==> src/rtl/uart_rx_deserializer.sv <==
// uart_rx_deserializer: 8N1 UART receiver on an oversampled baud tick, LSB first.
// Define UART_RX_PARITY_EN to expect one even-parity bit between data and stop.
module uart_rx_deserializer #(
  parameter int CLK_FREQ   = 50000000,
  parameter int BAUD_RATE  = 19200,
  parameter int OVERSAMPLE = 16,
  parameter int DATA_BITS  = 8,
  parameter int TICK_DIV   = CLK_FREQ / (BAUD_RATE * OVERSAMPLE)
) (
  input  logic       clk,
  input  logic       rst,
  input  logic       i_rx,
  output logic [7:0] o_rx_data,
  output logic       os_rx_done,
  output logic       os_frame_err,
  output logic       os_parity_err,
  output logic       os_busy
);
  localparam int TW = TICK_DIV > 1 ? $clog2(TICK_DIV) : 1;
  localparam int SW = $clog2(OVERSAMPLE);
`ifdef UART_RX_PARITY_EN
  typedef enum logic [2:0] {IDLE, START, DATA, PARITY, STOP, WAIT_HIGH} state_t;
`else
  typedef enum logic [2:0] {IDLE, START, DATA, STOP, WAIT_HIGH} state_t;
`endif
  state_t        state_q, state_d;
  logic [TW-1:0] tcnt_q, tcnt_d;
  logic [SW-1:0] s_q, s_d;
  logic [3:0]    n_q, n_d;
  logic [7:0]    shift_q, shift_d, data_q, data_d;
  logic          rx_m_q, rx_s_q, done_q, done_d, ferr_q, ferr_d;
  logic          tick, bit_end;
`ifdef UART_RX_PARITY_EN
  logic          par_q, par_d, perr_q, perr_d;
`endif

  always_ff @(posedge clk or negedge rst)
    if (!rst) begin
      state_q <= IDLE;
      tcnt_q  <= '0;
      s_q     <= '0;
      n_q     <= '0;
      shift_q <= '0;
      data_q  <= '0;
      rx_m_q  <= 1'b1;
      rx_s_q  <= 1'b1;
      done_q  <= 1'b0;
      ferr_q  <= 1'b0;
`ifdef UART_RX_PARITY_EN
      par_q   <= 1'b0;
      perr_q  <= 1'b0;
`endif
    end else begin
      state_q <= state_d;
      tcnt_q  <= tcnt_d;
      s_q     <= s_d;
      n_q     <= n_d;
      shift_q <= shift_d;
      data_q  <= data_d;
      rx_m_q  <= i_rx;
      rx_s_q  <= rx_m_q;
      done_q  <= done_d;
      ferr_q  <= ferr_d;
`ifdef UART_RX_PARITY_EN
      par_q   <= par_d;
      perr_q  <= perr_d;
`endif
    end

  always_comb begin
    tick    = tcnt_q == TW'(TICK_DIV - 1);
    tcnt_d  = tick ? '0 : tcnt_q + 1'b1;
    bit_end = tick && s_q == SW'(OVERSAMPLE - 1);
    state_d = state_q;
    s_d     = s_q;
    n_d     = n_q;
    shift_d = shift_q;
    data_d  = data_q;
    done_d  = 1'b0;
    ferr_d  = 1'b0;
`ifdef UART_RX_PARITY_EN
    par_d   = par_q;
    perr_d  = 1'b0;
`endif
    case (state_q)
      IDLE: if (!rx_s_q) begin
        state_d = START;
        s_d     = '0;
      end
      // The first tick after the edge covers only a partial period, so one
      // extra tick is spent here to keep every sample on or after mid-bit.
      START: if (tick) begin
        s_d = s_q + 1'b1;
        if (s_q == SW'(OVERSAMPLE / 2)) begin
          state_d = rx_s_q ? IDLE : DATA;
          s_d     = '0;
          n_d     = '0;
          shift_d = '0;
`ifdef UART_RX_PARITY_EN
          par_d   = 1'b0;
`endif
        end
      end
      DATA: if (tick) begin
        s_d = bit_end ? '0 : s_q + 1'b1;
        if (bit_end) begin
          shift_d = {rx_s_q, shift_q[7:1]};
          n_d     = n_q + 1'b1;
`ifdef UART_RX_PARITY_EN
          if (n_q == 4'(DATA_BITS - 1)) state_d = PARITY;
`else
          if (n_q == 4'(DATA_BITS - 1)) state_d = STOP;
`endif
        end
      end
`ifdef UART_RX_PARITY_EN
      PARITY: if (tick) begin
        s_d = bit_end ? '0 : s_q + 1'b1;
        if (bit_end) begin
          par_d   = rx_s_q ^ (^shift_q);
          state_d = STOP;
        end
      end
`endif
      STOP: if (tick) begin
        s_d = bit_end ? '0 : s_q + 1'b1;
        if (bit_end) begin
          state_d = rx_s_q ? IDLE : WAIT_HIGH;
          ferr_d  = !rx_s_q;
`ifdef UART_RX_PARITY_EN
          perr_d  = rx_s_q && par_q;
          done_d  = rx_s_q && !par_q;
          data_d  = (rx_s_q && !par_q) ? shift_q >> (8 - DATA_BITS) : data_q;
`else
          done_d  = rx_s_q;
          data_d  = rx_s_q ? shift_q >> (8 - DATA_BITS) : data_q;
`endif
        end
      end
      WAIT_HIGH: if (rx_s_q) state_d = IDLE;
      default: state_d = IDLE;
    endcase
  end

  assign o_rx_data    = data_q;
  assign os_rx_done   = done_q;
  assign os_frame_err = ferr_q;
  assign os_busy      = state_q != IDLE;
`ifdef UART_RX_PARITY_EN
  assign os_parity_err = perr_q;
`else
  assign os_parity_err = 1'b0;
`endif
endmodule

==> config.mk <==
export PLATFORM = sky130hd
export DESIGN_NAME = uart_rx_deserializer
export DESIGN_NICKNAME = d
export VERILOG_FILES = /design/src/rtl/uart_rx_deserializer.sv
export SDC_FILE = /design/constraint.sdc
export NUM_CORES = 1
export LEC_CHECK = 0
export CAP_MARGIN = 15
export CORE_ASPECT_RATIO = 1.25
export CORE_MARGIN = 10
export CORE_UTILIZATION = 30
export DETAILED_ROUTE_END_ITERATION = 7
export PLACE_DENSITY = 0.52
export SLEW_MARGIN = 20
export SYNTH_ARGS = -nofsm -noshare
export SYNTH_HDL_FRONTEND = slang
export SYNTH_SLANG_ARGS = --single-unit
==> constraint.sdc <==
create_clock -name clk -period 2.15 [get_ports clk]
set_clock_uncertainty 0.15 [all_clocks]
set_input_delay 0.43 -clock clk [delete_from_list [all_inputs] [get_ports clk]]
set_output_delay 0.43 -clock clk [all_outputs]
set_load 0.1 [all_outputs]
# [Word level (Yosys, flattened, before mapping)]
# Cells that the tools add are included.
# W data, S select, Z words.
[totals] input_bits=3 out_inout_bits=12 ff_bits=39 wordCells=77
[op_classes] n_mux=35 addsub=3 reduce_logical=11 n_eq_ne=18
[ops] op="$mux W8" count=5
[ops] op="$mux W4" count=9
[ops] op="$mux W3" count=10
[ops] op="$ne A2 B2 Y1 const B" count=9
[ops] op="$pmux W8 S2" count=1
[ops] op="$pmux W3 S5" count=1
[ops] op="$pmux W4 S3" count=1
[ops] op="$reduce_and A9 Y1" count=1
[ops] op="$add A4 B1 Y4 const B" count=2
[ops] op="$add A8 B1 Y8 const B" count=1
[ops] op="$eq A4 B4 Y1 const B" count=2
[ops] op="$eq A8 B8 Y1 const B" count=1
[ops] op="$pmux W4 S2" count=1
[ops] op="$reduce_and A4 Y1" count=2
[ops] op="$eq A3 B2 Y1 const B" count=2
[ops] op="$mux W1" count=6
[ops] op="$reduce_bool A3 Y1" count=2
[ops] op="$reduce_and A5 Y1" count=1
[ops] op="$eq A4 B3 Y1 const B" count=1
[ops] op="$eq A3 B1 Y1 const B" count=1
[ops] op="$eq A3 B3 Y1 const B" count=1
[ops] op="$logic_not A3 Y1" count=1
[ops] op="$mux W2" count=1
[ops] op="$ne A2 B1 Y1 const B" count=1
[ops] op="4 further kinds" count=4

# [Logic depth before layout (Yosys ltp)]
[depth] word_depth=5 depth_mapped=7 mapped_depth_nobuf=6

# [Worst setup path after synthesis]
# No wires, ideal clock.
[synth_timing] path_kind="register to output" from="register state_q[0]" to="output os_busy" setup_slack_ns=0.195 arrival_ns=1.375 n_path_buf=1 stages_incl_launch_ff=3 cell_sequence="dfrtp_1 clkbuf_1 or3_1"
[synth_via] elab_chain_len=1
[synth_lines] element="from (decl)" line="26" source="state_t state_q, state_d;"
[synth_lines] element="from (signal assigned)" line="54" source="state_q <= state_d;"
[synth_lines] element="$reduce_bool A3 Y1" line="148" source="assign os_busy = state_q != IDLE;"
[synth_lines] element="to (decl)" line="17" source="output logic os_busy"
# Every way passes these cells.

# [Final worst setup path]
[layout_timing] from="register state_q[1]" to="output os_busy"
# Same word-level chain as after synthesis.

==> results.py <==
metrics = {
    "yosys": {
        "yosysWarnings": 0,
        "synthesis.area_um2": 1790,
        "synth.distinct_cells": 43,
        "synth-edff-count": 0,
        "synthMostInstantiatedCell": "dfrtp_1",
        "ys_seq_area_frac": 0.545,
        "synth_top_area_share": 0.516,
        "synth-async-reset-ratio": 1.00,
        "ys.flop_type": "dfrtp_1",
        "synthTopCellsByCount": "37 x dfrtp_1, 13 x a22o_1, 11 x nor2_1",
        "ys_ff_latch": 39,
        "syn_nets": 163,
        "synth_area_per_cell_um2": 11.6,
        "synth_top_area_cell": "dfrtp_1",
        "synth_area_leaders": "dfrtp_1 52%, a22o_1 6.3%, mux2_2 5.6%",
        "postSynthCellCount": 155,
    },
    "finish": {
        "diodes": 0,
        "drive_gt1_frac": 0.250,
        "area_delta_synth_final_pct": 19.4,
        "final_core_util": 0.368,
        "fill_cells": 569,
        "fin_nets": 183,
        "fin_area_um2": 2140,
    },
    "detailed_routing": {
        "drtAntennaViolNets": 0,
        "firstDrtPassIters": 4,
        "routedWlPerCell_um": 15.5,
        "drt_wl_total_um": 3760,
        "drtIter0Drc": 49,
        "drc": 0,
        "via_per_inst": 5.17,
        "vias": 1250,
    },
    "critical_path": {
        "arrival_ps": 1490,
        "r2r_start": "s_q[0]",
        "crit_type": "register to output port",
        "rr_endpoint": "n_q[2]",
        "required_ps": 1570,
        "cp-start-kind": "register",
        "r2r_slack_ps": 140,
        "crit_path_end_kind": "output port",
        "path_max_fanout": 7,
        "ff2ff_path_depth": 6,
    },
    "timing": {
        "rsz0062_at_grt": "false",
        "tns_ps": 0,
        "post-route-period-util": 0.962,
        "final-hold-violation-count": 0,
        "fin_hold_ws_ps": 210,
        "final_max_slew_viol_count": 0,
        "worst_pin_slew_ps": 529,
        "fmax_mhz": 484,
        "setup_viol_count_final": 0,
        "period_needed_ps": 2070,
        "slew_headroom": 0.643,
    },
    "hold_path": {
        "min_from": "rx_m_q",
        "whs_path_depth": 0,
        "hold_end": "rx_s_q",
        "hold_path.class": "register to register",
    },
    "clock_tree": {
        "cts_made_buffers": 5,
        "clock_sinks": 39,
        "cts_tree": "built",
        "clockBufferDepth": 2,
        "clockRootBuffer": "clkbuf_8",
        "cts.clk_slew.worst_paths_ps": 70,
        "h-tree-depth": 2,
        "clkLatencyLatePin_ps": 290,
    },
    "die": {
        "ios": 15,
        "rows": 31,
        "die_h_um": 106,
        "dieArea_um2": 9490,
        "start_util": 0.308,
        "coreArea_um2": 5820,
        "die_w_um": 89.2,
    },
    "placed_design": {
        "io_buffers": 13,
        "place_area_um2": 2000,
        "dp_hpwl_um": 2780,
        "gp_congestion": 0.936,
    },
    "flow_run": {
        "max_cap_violations": 0,
    },
    "power_and_ir_drop": {
        "total_power_mw": 1.41,
        "vdd_drop_max_uv": 238,
        "p_leak_nw": 1.01,
        "pwr_density_cell_nw_per_um2": 657,
    },
    "global_route": {
        "gr-total-overflow": 0,
        "grt.total_usage": 0.0862,
        "antenna_found_initial": 0,
        "grt_start_max_net_pins": 22,
        "grt_pass1_vias": 1295,
        "grt_pass1_wl_um": 6330,
    },
    "outcome": {
        "status": "finished, final reports clean",
    },
}
what timing repair did:
action                                 in CTS  in global routing
setup endpoints to repair                   0                 14
endpoints found under the hold margin      18                  0
resized for setup                           0                  3
hold buffers                                1                  0
buffers inserted                            0                  0
metal layers:
metal	up-vias	GRT usage	part of all wire
li1	601	-	-
met1	621	0.0927	0.40
met5	-	0	0
met3	7	0.0306	0.048
met2	21	0.142	0.53
met4	0	0.0478	0.026
area by class of cell:
class,count,area (um^2),share of cell area
Sequential cell,39,980,0.457
Clock inverter,2,38.8,0.0181
Clock buffer,6,82.6,0.0386
Tap cell,66,82.6,0.0386
Inverter,5,18.8,0.00876
Multi-Input combinational cell,104,762,0.356
Timing Repair Buffer,20,178,0.0829
metrics by stage:
| stage | setup slack [ps] | std cells |
|---|---|---|
| 3_5_place_dp | 92.2 | 233 |
| 3_3_place_gp | 131 | 233 |
| 5_1_grt | 1.05 | 242 |
| 4_1_cts | 45.7 | 242 |
| 2_1_floorplan | 195 | 155 |
| 6_report | 82.1 | 242 |
worst max-delay path by stage:
stage / slack [ps] / start / depth (start not counted) / to
final: 80 / state_q[1] / 3 / os_busy
after global routing: 1 / tcnt_q[1] / 6 / o_rx_data[6]
after CTS: 50 / state_q[1] / 3 / os_busy
after detailed placement: 90 / tcnt_q[1] / 5 / n_q[0]
after global placement: 130 / s_q[0] / 5 / n_q[0]
after floorplan: 200 / state_q[0] / 2 / os_busy
power breakdown:
| group | switching, mW | leakage, nW | internal (mW) |
|---|---|---|---|
| Combinational | 0.0227 | 0.431 | 0.00720 |
| Sequential | 0.00221 | 0.517 | 0.736 |
| Clock | 0.258 | 0.0618 | 0.381 |
registers in the layout, indices dropped and copies added, names as in the netlist:
register	flops
tcnt_q	8
s_q	4
rx_m_q	1
os_rx_done	1
n_q	4
o_rx_data	8
state_q	3
rx_s_q	1
shift_q	8
os_frame_err	1
logic make-up after synthesis:
kind of cell | count (synthesis) | share of synthesized area
AO/OA/AOI/OAI | 30 | 0.130
XOR/XNOR | 6 | 0.0293
adder cells (fa/ha/maj) | 5 | 0.0349
buffers and inverters | 12 | 0.0335
flip-flops | 39 | 0.545
multiplexers | 9 | 0.0565
other | 1 | 0.00209
AND/OR/NAND/NOR | 53 | 0.169
placed cells by master, fill, tap and decap left out, drive strengths merged, types with 6 or more instances in the layout:
cell,netlist,routed
dfrtp,37,37
nor2,11,11
mux2,9,9
a22o,13,13
nand2,7,7
clkbuf,2,6
nand3,7,7
buf,5,18
inv,5,6
critical path, stage by stage, from the launching register on:
cell     delay, ps
dfrtp_2        440
buf_4          160
or3_1          400
buf_12         190
Note: power is estimated with default switching activity, not from simulation.
